$ cat config.mk
export PLATFORM = sky130hd
export DESIGN_NAME = range_sum_seq
export DESIGN_NICKNAME = d
export VERILOG_FILES = /design/src/rtl/range_sum_seq.sv
export SDC_FILE = /design/constraint.sdc
export NUM_CORES = 1
export LEC_CHECK = 0
export CELL_PAD_IN_SITES_DETAIL_PLACEMENT = 0
export CELL_PAD_IN_SITES_GLOBAL_PLACEMENT = 1
export CORE_MARGIN = 10
export CORE_UTILIZATION = 36
export CTS_CLUSTER_SIZE = 25
export DETAILED_ROUTE_END_ITERATION = 12
export GPL_TIMING_DRIVEN = 0
export HOLD_SLACK_MARGIN = 0.03
export PLACE_DENSITY_LB_ADDON = 0.12
export REMOVE_ABC_BUFFERS = 1
export SYNTH_ARGS = -nofsm -noshare
export SYNTH_HDL_FRONTEND = slang
export SYNTH_SLANG_ARGS = --single-unit
export TNS_END_PERCENT = 20
$ cat constraint.sdc
create_clock -name clk -period 3.3 [get_ports clk]
set_clock_uncertainty 0.2 [all_clocks]
set_input_delay 0.66 -clock clk [delete_from_list [all_inputs] [get_ports clk]]
set_output_delay 0.66 -clock clk [all_outputs]
set_load 0.005 [all_outputs]
$ cat src/rtl/range_sum_seq.sv
`default_nettype none
// ============================================================================
// range_sum_seq : sums the 4-bit operands I[lo..hi], one per clock, into Y.
// Revision 1.0
// ============================================================================
module range_sum_seq (
  input  logic        clk,
  input  logic        rst_n,
  input  logic        start,
  input  logic [31:0] Iin,
  input  logic [2:0]  M,
  input  logic [2:0]  m,
  output logic        busy,
  output logic        done,
  output logic [7:0]  Y
);

  typedef enum logic [1:0] {
    IDLE = 2'd0,
    ACC  = 2'd1,
    DONE = 2'd2
  } state_t;

  state_t      state_q, state_d;
  logic [31:0] opnd_q, opnd_d;
  logic [2:0]  idx_q, idx_d;
  logic [2:0]  hi_q, hi_d;
  logic [7:0]  acc_q, acc_d;
  logic [7:0]  y_q, y_d;

  logic [3:0]  cur_nib;
  logic [7:0]  sum;
  logic [2:0]  lo_in;
  logic [2:0]  hi_in;

  assign cur_nib = opnd_q[{idx_q, 2'b00} +: 4];
  assign sum     = acc_q + {4'b0000, cur_nib};
  assign lo_in   = (M < m) ? M : m;
  assign hi_in   = (M < m) ? m : M;

  always_comb begin
    state_d = state_q;
    opnd_d  = opnd_q;
    idx_d   = idx_q;
    hi_d    = hi_q;
    acc_d   = acc_q;
    y_d     = y_q;
    case (state_q)
      IDLE: begin
        if (start) begin
          opnd_d  = Iin;
          idx_d   = lo_in;
          hi_d    = hi_in;
          acc_d   = 8'h00;
          state_d = ACC;
        end
      end
      ACC: begin
        acc_d = sum;
        // idx stops at hi, so it never wraps past 7
        if (idx_q == hi_q) begin
          y_d     = sum;
          state_d = DONE;
        end else begin
          idx_d = idx_q + 3'd1;
        end
      end
      DONE: begin
        state_d = IDLE;
      end
      default: begin
        state_d = IDLE;
      end
    endcase
  end

  always_ff @(posedge clk or negedge rst_n) begin
    if (!rst_n) begin
      state_q <= IDLE;
      opnd_q  <= 32'h0000_0000;
      idx_q   <= 3'd0;
      hi_q    <= 3'd0;
      acc_q   <= 8'h00;
      y_q     <= 8'h00;
    end else begin
      state_q <= state_d;
      opnd_q  <= opnd_d;
      idx_q   <= idx_d;
      hi_q    <= hi_d;
      acc_q   <= acc_d;
      y_q     <= y_d;
    end
  end

  assign busy = (state_q != IDLE);
  assign done = (state_q == DONE);
  assign Y    = y_q;

endmodule
`default_nettype wire

==> Word-level counts from Yosys, hierarchy flattened <==
Cells that the tools add are included.
{ "totals": {"ff_bits": 56, "latchBits": 0, "mem_bits_rw": 0, "rom_bits": 0, "input_bits": 41, "out_inout_bits": 10, "word_cells": 34, "n_memories": 0} }
{ "op_classes": {"addsub": 2, "multipliers": 0, "div": 0, "order_cmp": 1, "eq_ne": 6, "shifts": 1, "n_mux": 10, "bitwise_logic": 0, "reduce_logical": 8} }
{ "ops": {"columns": ["op", "count"], "rows": [
  ["32-bit by 6-bit indexed part select with 4-bit output", 1],
  ["8-bit one-hot mux with 2 select lines", 1],
  ["3-bit 2-to-1 mux", 4],
  ["8-bit by 4-bit adder with 8-bit output", 1],
  ["8-bit 2-to-1 mux", 1],
  ["2-bit AND reduction", 4],
  ["2-bit inequality test, second input constant", 3],
  ["3-bit one-hot mux with 2 select lines", 1],
  ["2-bit 2-to-1 mux", 2],
  ["2-bit one-hot mux with 2 select lines", 1],
  ["2-bit nonzero test", 2],
  ["3-bit by 1-bit adder with 3-bit output, second input constant", 1],
  ["3-bit == test", 1],
  ["3-bit < comparator", 1],
  ["3-bit AND reduction", 1],
  ["2-bit by 1-bit == test with 1-bit output, second input constant", 1],
  ["2-bit == test, second input constant", 1],
  ["2-bit logical NOT", 1]
]} }

==> Depth between registers and ports, before layout <==
Gate-level depths: netlist (run 1).
{ "depth": {"word_depth": 4, "depth_mapped": 10, "depth_no_buf": 9} }

==> Worst setup path after synthesis (run 1) <==
Ideal clock, no wire load.
{ "synth_timing": {"path_type": "flip-flop to flip-flop", "start": "register idx_q[0]", "end": "register y_q[7], in the netlist Y[7]", "setup_time_ns": 0.082, "t_arrival_ns": 2.520, "required_time_ns": 3.018, "path_slack_ns": 0.498, "path_stages_with_launch": 9, "n_path_buf": 1, "synth_period_minus_slack_ns": 2.802, "path_cell_list": "dfrtp_1 -> buf_2 -> mux4_2 -> mux2_2 -> ha_1 -> o21ai_1 -> o21ba_2 -> or3_1 -> a31oi_1"} }
{ "synth_between": {"elab_chain_cells": 2, "word_cells_on_any_way": 4, "cone_classes": "1 x add/sub; 1 x eq/ne; 1 x shift; 1 x reduce/logical"} }
{ "synth_rtl": {"columns": ["item", "line", "rtl"], "rows": [
  ["start: declaration", "26", "logic [2:0] idx_q, idx_d;"],
  ["start signal: assignment", "88", "idx_q <= idx_d;"],
  ["32-bit by 6-bit indexed part select with 4-bit output / 3-bit == test (equally long branches)", "36, 61", null],
  ["8-bit by 4-bit adder with 8-bit output / 2-bit AND reduction (equally long branches)", null, null],
  ["end signal: assignment", "91", "y_q <= y_d;"],
  ["end: declaration", "29", "logic [7:0] y_q, y_d;"]
]} }
Several ways; a longest one is shown, not always the timed one.
A chain may end at the register's enable or synchronous reset.

==> Worst setup path after layout (run 1) <==
{ "layout_timing": {"start": "register idx_q[0]", "end": "register acc_q[7]"} }
{ "layout_between": {"elab_chain_cells": 3} }
{ "layout_rtl": {"columns": ["item", "line", "rtl"], "rows": [
  ["32-bit by 6-bit indexed part select with 4-bit output", "36", "assign cur_nib = opnd_q[{idx_q, 2'b00} +: 4];"],
  ["8-bit by 4-bit adder with 8-bit output", "37", "assign sum = acc_q + {4'b0000, cur_nib};"],
  ["8-bit one-hot mux with 2 select lines", "48", "case (state_q)"],
  ["end signal: assignment", "83", "acc_q <= 8'h00;"],
  ["end signal: assignment", "90", "acc_q <= acc_d;"],
  ["end: declaration", "28", "logic [7:0] acc_q, acc_d;"]
]} }
Every way passes these cells.

==> results.json, run 1 <==
{
  "status": "finished clean",
  "portBuffers": 50,
  "hold_slack_ns": 0.158,
  "synth_edf_count": 0,
  "async_flop_share_pct": 100,
  "crit_buf_inv": 1,
  "final_nets": 391,
  "cts_num_sinks": 56,
  "dieHeight_um": 109,
  "htreeDepth": 2,
  "first_pass_iters": 4,
  "period_minus_slack_ns": 3.02,
  "avgRoutedWirePerCell_um": 14.1,
  "cap_violations": 0,
  "wl_mm": 6.26,
  "preCtsSetupSlack_ns": 0.0345,
  "critPathKind": "reg -> reg",
  "diodes": 0,
  "setup_viol": 0,
  "drt_iter0_drc": 44,
  "drive_gt1_share_pct": 9.38,
  "synthTopCellsByCount": "nand2_1, dfrtp_1, inv_1",
  "clk_latency_ns": 0.31,
  "gp_congestion": 0.765,
  "drc": 0,
  "grt_pass1_wl_mm": 10.6,
  "synth_seq_area_share_pct": 49.0,
  "yosysMostFrequentCell": "nand2_1",
  "startpoint_type": "flip-flop",
  "path_clk_slew_ns": 0.10,
  "cts_tree": "done",
  "syn_inst": 295,
  "grt_usage_pct": 11.0,
  "ant_nets": 0,
  "post-route-period-util_pct": 91.6,
  "slowest_delay_ns": 0.64,
  "p_total_mw": 3.52,
  "endpoint_kind": "flip-flop",
  "grt_max_degree": 49,
  "slew_headroom_pct": 33.7,
  "slew_violations": 0,
  "rsz0062_at_grt": "no",
  "clock-root-buffer": "clkbuf_8",
  "p_per_area_nw_per_um2": 985,
  "holdBufCountCts": 0,
  "arrival_ns": 3.05,
  "max_freq_mhz": 331,
  "worstPathRequired_ns": 3.33,
  "crit_family": "compound AO/OA/AOI/OAI gates",
  "syn-cell-area_sq_um": 2860,
  "grt_pass1_vias": 2249,
  "syn2layout_area_growth_pct": 25.1,
  "critPathSlowestCell": "dfrtp_2",
  "final.setup.tns_ns": 0,
  "syn_area_per_cell_sq_um": 9.70,
  "power.leakage_nw": 1.70,
  "ys_top_cells_by_area": "dfrtp_1, nand2_1, mux4_2",
  "min_path_type": "in -> async",
  "core_area_sq_um": 7730,
  "start_util_pct": 37.0,
  "rows": 32,
  "synth_top_cell_area_share_pct": 49.0,
  "clockBufferDepth": 2,
  "synth_ff_type": "dfrtp_1",
  "yosysTopAreaCell": "dfrtp_1",
  "via_count": 2091,
  "cts_buffers": 5,
  "via_per_inst": 4.72,
  "synth-seq-cells": 56,
  "irDropWorstVdd_mv": 0.294,
  "synth_warnings": 0,
  "antenna_found_initial": 0,
  "synthDistinctLibCells": 47,
  "final_util_pct": 46.3,
  "cp_max_fo": 12,
  "cp_cell_sequence": "mux4_2, mux2i_1, inv_1, ha_1, a211oi_1, o21ba_2, o21ai_0, a31oi_1",
  "die_width_um": 109,
  "finalWorstSetupSlack_ns": 0.278,
  "hold_viol_final": 0,
  "dpl.hpwl_mm": 4.56,
  "worst_pin_slew_ns": 0.995,
  "grt-ovfl-total": 0,
  "die_area_sq_um": 11900,
  "ioPinCount": 51
}
==> logic make-up after synthesis <==
family / share of synthesized area (%)
xor+xnor: 1.84
simple gates: 20.2
flops: 49.0
fa+ha+maj: 4.64
compound gates: 9.97
mux: 10.2
buf+inv: 4.20
==> where the power goes <==
part	switching [mW]	internal, mW	total, mW	leakage [nW]
Clock	0.225	0.249	0.473	0.0614
Sequential	0.278	1.02	1.30	0.695
Combinational	0.883	0.868	1.75	0.940
Total	1.38	2.14	3.52	1.70
==> cell type report <==
class | count | area [sq um]
flip-flops and latches | 56 | 1400
multi-input cells | 213 | 1350
clock buffers | 6 | 82.6
fillers | 761 | 4150
repair buffers | 52 | 531
inverters | 12 | 50.0
clock inverters | 2 | 38.8
well taps | 102 | 128
==> layer usage <==
| metal | up-vias | GRT usage (%) | share of wire [%] |
|---|---|---|---|
| met3 | 4 | 3.07 | 4.6 |
| li1 | 1077 | - | - |
| met4 | 0 | 3.20 | 1.1 |
| met1 | 974 | 14.3 | 49 |
| met5 | - | 0 | 0 |
| met2 | 36 | 17.3 | 45 |
==> worst reg2reg max path, stage by stage, from the launching register on <==
cell	delay (ns)
dfrtp_2	0.64
mux4_2	0.55
mux2i_1	0.27
inv_1	0.09
ha_1	0.30
a211oi_1	0.35
o21ba_2	0.26
o21ai_0	0.10
a31oi_1	0.19
==> worst paths after layout <==
kind	slack, ns	to	start	depth (start not counted)
setup reg to reg	0.28	acc_q[7]	idx_q[0]	8
max in group asynchronous	2.15	idx_q[0]	rst_n	2
hold reg to reg	0.27	opnd_q[30]	opnd_q[30]	2
setup / recovery	0.28	acc_q[7]	idx_q[0]	8
hold / removal	0.16	opnd_q[15]	rst_n	1
min in group clk	0.27	opnd_q[30]	opnd_q[30]	2
==> placed cells by master (no fill, tap or decap), drive strengths merged, types with 3 or more instances in the layout <==
cell type / n
nand2: 108
dfrtp: 56
clkdlybuf4s50: 49
o21ai: 13
inv: 11
ha: 9
mux4: 8
nor2: 6
a31oi: 6
nand3: 6
clkbuf: 6
mux2: 6
mux2i: 4
nor2b: 4
xor2: 4
o31ai: 4
a21oi: 3
buf: 3
==> registers in the layout, indices dropped and copies added, names as in the netlist <==
name     flops
Y            8
acc_q        8
hi_q         3
idx_q        3
opnd_q      32
state_q      2
==> timing repair <==
item | 4_1_cts | 5_1_grt
setup endpoints to repair | 0 | 9
setup buffers | 0 | 0
resized for setup | 0 | 1
==> stage by stage <==
step,instances,area [sq um]
2_1_floorplan,281,2790
5_1_grt,443,3580
3_5_place_dp,435,3450
6_report,443,3580
3_3_place_gp,433,3420
4_1_cts,443,3580
Note: power is estimated with default switching activity, not from simulation.
==> inputs of run 2 (changes only) <==
PLACE_DENSITY_LB_ADDON = 0.25   (was 0.12)
==> run 2 against run 1 <==
  * Setup slack improved by 0.012 ns
  * Global-route usage fell by 0.34 points
  * First-iteration DRC count rose by 50%
  * Design area fell by 0.70%
  * Critical path depth rose by 1
  * Clock power fell by 16%
  * Worst hold slack got worse by 0.069 ns
  * Sequential power barely moved
  * Routed wire length fell by 3.2%
  * Core utilization fell by 0.32 points
  * Sequential share of layout area rose by 0.28 points
  * Clock-buffer cell count did not move
==> results.json, run 2 (synthesis gave the netlist of run 1 again) <==
{
  "status": "finished clean",
  "worstPathRequired_ns": 3.27,
  "irDropWorstVdd_mv": 0.351,
  "final_util_pct": 46.0,
  "start_util_pct": 37.0,
  "slowest_delay_ns": 0.63,
  "final_cells": 443,
  "antenna_found_initial": 0,
  "endpoint_kind": "flip-flop",
  "largest_reg_flops": 32,
  "min_path_type": "in -> async",
  "crit_buf_inv": 1,
  "ioPinCount": 51,
  "rsz0062_at_grt": "no",
  "crit_family": "multiplexers",
  "grt_pass1_vias": 2206,
  "rows": 32,
  "cp_cell_sequence": "mux4_2, mux2_2, ha_1, inv_1, fa_1, nor2b_1, o31ai_1, xor2_1, o21ai_0",
  "ant_nets": 0,
  "htreeDepth": 2,
  "post-route-period-util_pct": 91.2,
  "path_clk_slew_ns": 0.09,
  "r2r_setup_slack_ns": 0.29,
  "first_pass_iters": 4,
  "grt_pass1_wl_mm": 10.1,
  "finalWorstSetupSlack_ns": 0.291,
  "mostFrequentLayoutCell": "nand2_1",
  "drt_iter0_drc": 66,
  "die_area_sq_um": 11900,
  "grt_usage_pct": 10.6,
  "hold_viol_final": 0,
  "portBuffers": 50,
  "cts_num_sinks": 56,
  "period_minus_slack_ns": 3.01,
  "grt.busiest_layer": "met2",
  "syn2layout_area_growth_pct": 24.2,
  "cap_violations": 0,
  "cts_tree": "done",
  "via_per_inst": 4.77,
  "clockBufferDepth": 2,
  "worst_pin_slew_ns": 0.975,
  "wl_mm": 6.06,
  "drive_gt1_share_pct": 9.38,
  "final_nets": 391,
  "grtUsageMet2_pct": 17.6,
  "placedCellCount": 435,
  "clock-root-buffer": "clkbuf_8",
  "clk_latency_ns": 0.31,
  "slew_violations": 0,
  "layout_common_cells": "nand2_1, dfrtp_1, clkdlybuf4s50_1",
  "r2r_end": "acc_q[6]",
  "power.leakage_nw": 1.69,
  "via_count": 2114,
  "setup_viol": 0,
  "grt-ovfl-total": 0,
  "diodes": 0,
  "top_register": "opnd_q",
  "die_width_um": 109,
  "dpl.hpwl_mm": 4.44,
  "r2r-start": "idx_q[0]",
  "critPathKind": "reg -> reg",
  "cp_max_fo": 12,
  "startpoint_type": "flip-flop",
  "slew_headroom_pct": 35.0,
  "drc": 0,
  "arrival_ns": 2.98,
  "crit_start": "idx_q[0]",
  "max_freq_mhz": 332,
  "p_per_area_nw_per_um2": 962,
  "cts_buffers": 5,
  "preCtsSetupSlack_ns": 0.0219,
  "gp_congestion": 0.750,
  "rr_worst_depth": 9,
  "use_met1_pct": 13.4,
  "grt_max_degree": 49,
  "core_area_sq_um": 7730,
  "critPathSlowestCell": "dfrtp_2",
  "dieHeight_um": 109,
  "avgRoutedWirePerCell_um": 13.7,
  "use_met3_pct": 2.60
}
-- run 2: changes by cell type in the layout (fill, tap and decap cells not counted) --
cell	previous run	this run
bufinv_16	1	0
clkinv_2	0	1
clkinv_4	2	1
inv_6	0	1
-- run 2: power by group --
group / total [mW] / leakage (nW) / internal (mW) / switching (mW)
Clock: 0.395 / 0.0516 / 0.172 / 0.223
Sequential: 1.29 / 0.695 / 1.02 / 0.273
Combinational: 1.73 / 0.940 / 0.868 / 0.860
Total: 3.42 / 1.69 / 2.06 / 1.36
-- run 2: timing repair --
action	4_1_cts	5_1_grt
buffers inserted	0	0
endpoints found under the setup margin	1	0
resized for setup	1	0
hold buffers	0	0
-- run 2: worst max-delay path by stage --
stage | endpoint | depth (start not counted)
after floorplan | Y[7] | 7
after global placement | idx_q[0] | 4
after detailed placement | acc_q[7] | 8
after CTS | acc_q[7] | 8
after global routing | acc_q[7] | 8
final | acc_q[6] | 9
-- run 2: metrics by stage --
step	setup TNS [ns]	power [mW]	hold WS (ns)	area, sq um
5_1_grt	0	3.75	0.116	3550
2_1_floorplan	0	2.51	0.164	2790
4_1_cts	0	3.48	0.0984	3550
3_5_place_dp	0	3.07	0.261	3450
6_report	0	3.42	0.0888	3550
3_3_place_gp	-24.74	3.02	0.254	3420
-- run 2: cell type report --
type	instances	area, sq um
repair buffers	52	531
clock buffers	6	82.6
inverters	12	50.0
clock inverters	2	13.8
fillers	765	4180
well taps	102	128
multi-input cells	213	1350
flip-flops and latches	56	1400
-- run 2: per-layer routing --
metal	up-vias	share of wire (%)
met5	-	0
met4	0	0.97
met3	7	4.1
met2	37	46
met1	988	49
li1	1082	-
==> inputs of run 3 (changes only) <==
CORE_ASPECT_RATIO = 1.1   (was not set)
==> run 3 against run 2 <==
  * Register-to-register slack better by 0.03 ns
  * Non-clock buffer count is the same
  * Setup slack gained 0.035 ns
  * First-iteration DRC count rose by 6.1%
  * Maximum frequency up 1.2%
  * Combinational power is essentially flat
  * Via count is 0.80% higher
  * Clock-buffer cell count unchanged
  * Die area is essentially flat
  * Clock power rose by 19%
==> results.json, run 3 (synthesis gave the netlist of run 1 again) <==
{
  "status": "finished clean",
  "gp_congestion": 0.732,
  "fill_cells": 797,
  "die_width_um": 105,
  "dpl-instance-area_sq_um": 3460,
  "avgRoutedWirePerCell_um": 13.9,
  "arrival_ns": 3.00,
  "wl_mm": 6.22,
  "post-route-period-util_pct": 90.1,
  "cap_violations": 0,
  "grt_pass1_vias": 2309,
  "r2r_setup_slack_ns": 0.33,
  "path_clk_slew_ns": 0.10,
  "worst_pin_slew_ns": 0.987,
  "htreeDepth": 2,
  "endpoint_kind": "flip-flop",
  "power.leakage_nw": 1.70,
  "setup_viol": 0,
  "slowest_delay_ns": 0.62,
  "grt-ovfl-total": 0,
  "ioPinCount": 51,
  "grt_pass1_wl_mm": 10.7,
  "core_area_sq_um": 7830,
  "grt_max_degree": 49,
  "hold_viol_final": 0,
  "diodes": 0,
  "preCtsSetupSlack_ns": 0.0492,
  "cts_num_sinks": 56,
  "largest_reg_flops": 32,
  "post_cts_buffers": 0,
  "p_total_mw": 3.50,
  "r2r_end": "acc_q[7]",
  "syn2layout_area_growth_pct": 25.3,
  "grt_usage_pct": 10.7,
  "via_count": 2131,
  "dpl.hpwl_mm": 4.53,
  "drive_gt1_share_pct": 9.38,
  "rows": 34,
  "cts_buffers": 5,
  "slew_headroom_pct": 34.2,
  "portBuffers": 50,
  "rr_worst_depth": 8,
  "period_minus_slack_ns": 2.97,
  "hold_slack_ns": 0.112,
  "final_area_sq_um": 3580,
  "r2r-start": "idx_q[0]",
  "start_util_pct": 36.5,
  "top_register": "opnd_q",
  "irDropWorstVdd_mv": 0.339,
  "die_area_sq_um": 11900,
  "dieHeight_um": 113,
  "ant_nets": 0,
  "via_per_inst": 4.75,
  "critPathKind": "reg -> reg",
  "multi_input_area_sq_um": 1350,
  "layout_common_cells": "nand2_1, dfrtp_1, clkdlybuf4s50_1",
  "worstPathRequired_ns": 3.33,
  "mostFrequentLayoutCell": "nand2_1",
  "clockBufferDepth": 2,
  "min_path_type": "in -> async",
  "crit_start": "idx_q[0]",
  "cts_resized": 0,
  "startpoint_type": "flip-flop",
  "slew_violations": 0,
  "drt_iter0_drc": 70,
  "final_nets": 391,
  "cp_max_fo": 12,
  "critPathSlowestCell": "dfrtp_2",
  "holdBufCountCts": 0,
  "drc": 0,
  "rsz0062_at_grt": "no",
  "ff_latch_area_sq_um": 1400,
  "antenna_found_initial": 0,
  "cts_tree": "done",
  "clock-root-buffer": "clkbuf_8",
  "clk_latency_ns": 0.31,
  "cp_cell_sequence": "mux4_2, mux2i_1, inv_1, ha_1, a211oi_1, o21ba_2, o21ai_0, a31oi_1",
  "max_freq_mhz": 336,
  "p_per_area_nw_per_um2": 977,
  "first_pass_iters": 4,
  "finalWorstSetupSlack_ns": 0.325
}
## run 3: area by class of cell
cell class	instances	area share [%]
flip-flops and latches	56	39.1
multi-input cells	213	37.5
repair buffers	52	14.8
well taps	108	3.77
clock buffers	6	2.30
inverters	12	1.40
clock inverters	2	1.08
## run 3: stage by stage
step           cells  TNS, ns  utilization [%]
2_1_floorplan    281        0                -
3_3_place_gp     439   -26.12             43.8
3_5_place_dp     441        0             44.2
4_1_cts          449        0             45.8
5_1_grt          449        0             45.8
6_report         449        0             45.8
## run 3: critical path, delay by kind of cell, from the launching register on
family / cells / cell delay, ns
DFF: 1 / 0.62
muxes: 2 / 0.85
buffers and inverters: 1 / 0.08
AOI/OAI and AO/OA: 4 / 0.86
adders and majority gates: 1 / 0.30
## run 3: worst max-delay path by stage
stage | endpoint | slack, ns
floorplan | Y[7] | 0.45
global placement | idx_q[0] | -0.46
detailed placement | Y[7] | 0.05
CTS | Y[7] | 0.03
global route | acc_q[5] | 0.06
finish | acc_q[7] | 0.33
## run 3: power breakdown
part	switching [mW]	internal (mW)
logic	0.868	0.868
registers	0.276	1.02
clock network	0.221	0.248
## run 3: layer usage
layer	vias up	routed length (um)	global-route usage [%]
met5	-	0	0
met2	39	3060	19.5
li1	1076	-	-
met4	0	67	3.11
met1	1012	2800	12.2
met3	4	292	2.59
==> variant, RTL diff (flow settings as in run 2) <==
Take the reset off `y_q` and load it in a clocked block of its own.
--- a/src/rtl/range_sum_seq.sv
+++ b/src/rtl/range_sum_seq.sv
@@ -82,5 +82,4 @@
       hi_q    <= 3'd0;
       acc_q   <= 8'h00;
-      y_q     <= 8'h00;
     end else begin
       state_q <= state_d;
@@ -89,6 +88,9 @@
       hi_q    <= hi_d;
       acc_q   <= acc_d;
-      y_q     <= y_d;
     end
+  end
+
+  always_ff @(posedge clk) begin
+    y_q <= y_d;
   end
 
Check against the original RTL: differs if rst_n is asserted again (counterexample within 4 cycles, from zero or initial values and one cycle with rst_n low); with rst_n held inactive, the same outputs for 4 cycles.
==> variant against run 2 <==
- area after synthesis fell by 0.87%
- routed wire length fell by 3.3%
- setup slack got worse by 0.10 ns
- non-clock buffer count fell by 1
- final area fell by 1.6%
- total power fell by 3.3%
- sequential cell count did not move
- highest routed layer unchanged
==> variant: results (changes against run 2) <==
The fraction of layout cells with a size suffix above 1 is 7.34% (-2.0 points). The tools report the sequential share of the synthesized area as 50.8% (+1.8 points). The final wirelength came out at 5.86 mm (-3.3%).

For the cell area after placement, the log shows 3410 um2 (-1.3%). Mux share of post-synthesis cell area: 10.4% (+0.18 points). For the detailed-routed wire length on met3, the log shows 318 um (+29%).

The static leakage power is 0.00166 uW (-1.6%). The transition time at the pin with the least slew margin is 0.859 ns (-0.116 ns). The post-placement worst setup slack was -0.0795 ns (-0.101 ns); the share of the final layout cell area in multi-input gates was 36.9% (-1.0 points). The number of search-and-repair iterations in the first detailed-routing pass came out at 5 (+1). The global routing usage on met1 was 13.5% (+0.15 points); the non-clock inverter instance count of the final layout was 11 (-1). The unique cell type count in the Yosys netlist came out at 40 (-15%).

The global routing met2 resource utilization is 16.4% (-1.2 points), and the global-route wire length before repair is 9.85 mm (-2.8%). The slowest stage of the critical path is the mux4_1 cell. Ranked by instance count, the synthesized netlist is headed by nand2_1 (114), dfrtp_1 (48), inv_1 (11). The total met2 wirelength after detailed routing came out at 2.62 mm (-6.3%).

The combined global-route utilization of all metal layers was 10.5% (-0.15 points); the share of the core filled with cells was 45.5% (-0.49 points). Maximum vdd drop: 0.000286 V (-18%). The post-detailed-placement half-perimeter wirelength is 4.25 mm (-4.2%), and the layout buffering overhead excluding clock cells is 14.7% (-0.19 points). Post-detailed-route via-to-cell ratio: 4.63 (-3.0%). Yosys attributes the largest share of cell area to dfrtp_1 (42%), nand2_1 (15%), edfxtp_1 (8.5%), mux4_1 (7.4%), ha_1 (4.0%).

The tools report the post-placement cell count as 422 (-3.0%). The power of the combinational group is 1620 uW (-6%). The run finished with clean final reports. The run gives 365 uW (-7.6%) as the power attributed to the clock group. The power per cell area was 945 nW/um2 (-1.8%).

The internal cell power is 2010 uW (-2.2%). The pin count of the biggest net entering global routing came out at 46 (-6.1%). Capture point of the critical path: Y[7]$_DFFE_PP_. Core outline area: 7690 um2 (-0.52%). The logs give 202 (-5.2%) for the count of multi-input combinational gates and 378 (-3.3%) for the total number of nets in the final design.
==> variant: changes by cell type after synthesis, sizes merged, moves of 3 or more <==
cell / run 2 / this run
dfrtp: 56 / 48
edfxtp: 0 / 8
nand2: 108 / 114
a31oi: 6 / 2
o31ai: 4 / 0
clkbuf: 8 / 5
mux2: 6 / 3
==> variant: worst min-delay path by stage <==
stage	startpoint	to	slack [ns]
after floorplan	rst_n	acc_q[0]$_DFFE_PN0P_	0.16
after global placement	opnd_q[28]$_DFFE_PN0P_	opnd_q[28]$_DFFE_PN0P_	0.25
after detailed placement	opnd_q[1]$_DFFE_PN0P_	opnd_q[1]$_DFFE_PN0P_	0.26
after CTS	rst_n	opnd_q[17]$_DFFE_PN0P_	0.06
after global routing	rst_n	opnd_q[17]$_DFFE_PN0P_	0.06
final	rst_n	opnd_q[17]$_DFFE_PN0P_	0.05
==> variant: repair_timing <==
item / CTS / global route
setup endpoints to repair: 1 / 1
gates resized for setup: 1 / 1
endpoints found under the hold margin: 0 / 0
gates cloned: 0 / 0
